$ cat config.mk
export PLATFORM = sky130hd
export DESIGN_NAME = fibonacci_gen
export DESIGN_NICKNAME = d
export VERILOG_FILES = /design/src/rtl/fibonacci_gen.sv
export SDC_FILE = /design/constraint.sdc
export NUM_CORES = 1
export LEC_CHECK = 0
export CORE_MARGIN = 5
export CORE_UTILIZATION = 50
export CTS_CLUSTER_DIAMETER = 120
export DETAILED_ROUTE_END_ITERATION = 7
export PLACE_DENSITY = 0.82
export REMOVE_ABC_BUFFERS = 1
export SYNTH_ARGS = -nofsm -noshare
export SYNTH_HDL_FRONTEND = slang
export SYNTH_SLANG_ARGS = --single-unit
$ cat constraint.sdc
create_clock -name clk -period 4.1 [get_ports clk]
set_input_delay 0.615 -clock clk [delete_from_list [all_inputs] [get_ports clk]]
set_output_delay 0.615 -clock clk [all_outputs]
set_load 0.02 [all_outputs]
$ cat src/rtl/fibonacci_gen.sv
// fibonacci_gen: free-running Fibonacci term generator.
// Presents F(0)=0 after reset, then one term per rising clock edge.
// When the next term no longer fits in WIDTH bits, the sequence restarts at 0.
// Optional build macro FIB_HOLD_AT_MAX_EN: instead of restarting, hold the
// largest representable term on f until reset.
module fibonacci_gen #(
  parameter int WIDTH = 14
) (
  input  logic             clk,
  input  logic             reset,
  output logic [WIDTH-1:0] f
);

  // Current term. The declaration value gives a valid sequence from
  // power-up even if reset is never sampled high.
  logic [WIDTH-1:0] cur_reg = '0;

  // Next term, one bit wider than f: the extra MSB flags that the next
  // term would not fit in WIDTH bits.
  logic [WIDTH:0]   nxt_reg = {{WIDTH{1'b0}}, 1'b1};

  // Overflow indicator: the term after cur_reg is not representable.
  logic             overflow;

  assign overflow = nxt_reg[WIDTH];

  // Advance one term per edge; reset wins over overflow handling.
  always_ff @(posedge clk) begin
    if (reset) begin
      cur_reg <= '0;
      nxt_reg <= {{WIDTH{1'b0}}, 1'b1};
    end else if (overflow) begin
`ifdef FIB_HOLD_AT_MAX_EN
      // Park on the largest representable term until reset.
      cur_reg <= cur_reg;
      nxt_reg <= nxt_reg;
`else
      // Restart the sequence; the overflowing term is never shown on f.
      cur_reg <= '0;
      nxt_reg <= {{WIDTH{1'b0}}, 1'b1};
`endif
    end else begin
      // Both operands are below 2^WIDTH, so the WIDTH+1 bit sum never wraps.
      cur_reg <= nxt_reg[WIDTH-1:0];
      nxt_reg <= {1'b0, cur_reg} + nxt_reg;
    end
  end

  // Output comes straight from the flop: glitch-free, no path from reset.
  assign f = cur_reg;

endmodule

==> summary.md <==
| Metric | Value |
|---|---|
| Status | completed |
| Non-filler instance count after layout | 199 |
| Yosys top cell by area | dfxtp_1 |
| Largest fanout on the critical path | 3 |
| R2R Path End | nxt_reg[12] |
| Worst vdd ir | 0.240 mV |
| Largest net degree at the start of global routing | 19 |
| First-pass GRT wire length | 4580 microns |
| RSZ-0062 raised after global routing | false |
| Setup bufs post-CTS | 0 |
| Critical path's slowest cell | fa_1 |
| Max H-tree Level | 2 |
| Die Width | 62.9 microns |
| Final Critical Period | 2.18 ns |
| Main area contributors after synthesis | dfxtp_1 (42%), ha_1 (13%), and2_1 (6.7%), nor2_1 (5.6%), a21o_1 (2.7%) |
| Syn avg cell area | 9.38 sq um |
| Worst Hold Class | reg2reg |
| Clock Skew | 0.0129 ns |
| Port Buffers | 15 |
| Max-Cap Viols | 0 |
| Fin crit share | 0.531 |
| WS Path Type | reg2reg |
| Final hold vios | 0 |
| Longest Clk Path Bufs | 2 |
| Final setup fails | 0 |
| Static leakage power | 0.000726 uW |
| Antenna Nets Post-Route | 0 |
| R2R setup slack | 1.92 ns |
| YS warnings | 0 |
| R2R depth | 8 |
| Grt ovf | 0 |
| CTS sink cnt | 29 |
| Worst Setup End Kind | flip-flop |
| Vias per Instance | 5.63 |
| Vias in the first global route | 1160 |
| Via Count | 1121 |
| Final nets | 185 |
| Commonest cells after routing, fill and taps aside | dfxtp_1 (29), nor2_1 (21), and2_1 (15), clkdlybuf4s50_1 (15), ha_1 (14) |
| Clk root buf | clkbuf_4 |
| Worst Path Required | 4.32 ns |
| Detailed-placement wirelength estimate | 2060 microns |
| Die Span Y | 62.9 microns |
| Largest delay share family, worst path | compound AO/OA/AOI/OAI gates |
| Critical hold path startpoint | nxt_reg[10] |
| Initial Util | 0.516 |
| Synth top area share | 0.415 |
| Buf+Inv Stages, Crit Path | 0 |
| Worst EP arrival | 2.40 ns |
| Final Max Tran Viols | 0 |
| Seq/Total Area, Yosys | 0.415 |
| Multi-input gate area | 802 sq um |
| Critical Path, Cell by Cell | ha_1 -> fa_1 -> a211oi_2 -> o21ai_1 -> a211o_1 -> a21oi_2 -> o21bai_1 -> mux2i_1 |
| Unique masters post-synth | 33 |
| Hold EP | f[10] |
| Drt initial violations | 24 |
| Placed Cells | 192 |
| Slew @ Worst Pin | 1.01 ns |
| Initial antenna violation count | 0 |
| Core Area | 2710 sq um |
| CTS tree | built |
| DRT Wirelength | 2740 microns |
| Reg-to-Reg Start | f[0] |
| Crit-path max cell delay | 0.45 ns |
| F_max | 0.459 GHz |
| Hold path cells | 1 |
| Fin Setup TNS | 0 ns |
| Clock transition at path regs | 0.09 ns |
| DRT Pass-1 Iters | 4 |
| FILL cells | 245 |
| Site row count | 19 |
| WL per Instance | 13.7 microns |
| Flip-flop count of the largest register after layout | 15 |
| Total die area | 3950 sq um |
| Slew margin rel. | 0.327 |
| Cts hold-fix bufs | 0 |
| Register area | 581 sq um |
| # IOs | 16 |
| Area Overhead vs Synth | 16.7% |
| Antenna cells | 0 |
| # resized after CTS | 0 |
| Clk_lat worst skew | 0.33 ns |
| Most common cell after layout, fill and taps aside | dfxtp_1 |
| Gate Count Post-Synth | 149 |
| CTS Buf Count | 5 |
| Layout cells sized above 1 | 0.0655 |
| Element type at the critical path start | flip-flop |
| Final Wtd Congestion | 0.869 |
| #FFs+latches synth | 29 |
| Gr usage total | 0.142 |
| DRC Markers | 0 |
| Mapped Area | 1400 sq um |
| Pwr per Cell Area | 373 nW/um^2 |
## worst max-delay path by stage
stage / from / endpoint / cells past startpoint
after floorplan: f[0] / nxt_reg[12] / 8
after global placement: f[0] / nxt_reg[12] / 8
after detailed placement: f[0] / nxt_reg[12] / 8
after CTS: f[0] / nxt_reg[12] / 8
after global routing: f[0] / nxt_reg[14] / 8
final: f[0] / nxt_reg[12] / 8
## per-layer routing
| layer | share of wire | vias to the layer above | track usage |
|---|---|---|---|
| li1 | - | 566 | - |
| met1 | 0.46 | 536 | 0.152 |
| met2 | 0.50 | 17 | 0.241 |
| met3 | 0.036 | 2 | 0.0450 |
| met4 | 0.0051 | 0 | 0.0849 |
| met5 | 0 | - | 0 |
## cell usage after synthesis
cell type and instances:
nand3_1 3, nor2_1 21, o21a_1 3, dfxtp_1 29, nand2_1 7, clkbuf_1 3, a211oi_1 4, or2_2 1
and2_1 15, or3_1 2, a21boi_0 1, o21ai_1 4, and3_1 3, ha_1 14, o211a_1 1, a221o_1 1
a211o_1 1, nor4_1 1, a21o_1 5, a21oi_1 7, nor3_2 1, o21ai_0 4, a211oi_2 2, fa_1 1
nand4_1 1, nor3_1 2, xor2_1 3, mux2i_1 1, inv_1 1, xnor2_1 4, o21bai_1 1, o2111ai_1 1
a21oi_2 1
## area by class of cell
cell class | instances | area share
repair buffers | 15 | 0.0921
multi-input cells | 116 | 0.492
well taps | 31 | 0.0238
inverters | 1 | 0.00230
clock buffers | 7 | 0.0338
flip-flops and latches | 29 | 0.356
## power by group
| part | internal, uW | switching (uW) |
|---|---|---|
| sequential | 304 | 14.5 |
| clock | 80.8 | 91.5 |
| combinational | 56.1 | 62.2 |
| total | 440 | 168 |
## metrics by stage
step	setup slack, ns	power [uW]	util	hold slack (ns)	cell area, sq um
2_1_floorplan	1.96	407	-	0.434	1390
3_3_place_gp	1.96	437	0.581	0.438	1580
3_5_place_dp	1.92	444	0.581	0.450	1580
4_1_cts	1.90	614	0.602	0.472	1630
5_1_grt	1.79	642	0.602	0.501	1630
6_report	1.92	609	0.602	0.468	1630
## logic make-up (layout without fill, tap and decap cells)
logic type,count (synthesis),count (layout),share of synthesized area
adders and majority gates,15,15,0.140
xor gates and xnor gates,7,7,0.0439
DFF,29,29,0.415
muxes,1,1,0.00716
buffers and inverters,4,23,0.0107
and+or+nand+nor,57,57,0.203
AOI/OAI and AO/OA,36,36,0.180
Note: power is estimated with default switching activity, not from simulation.
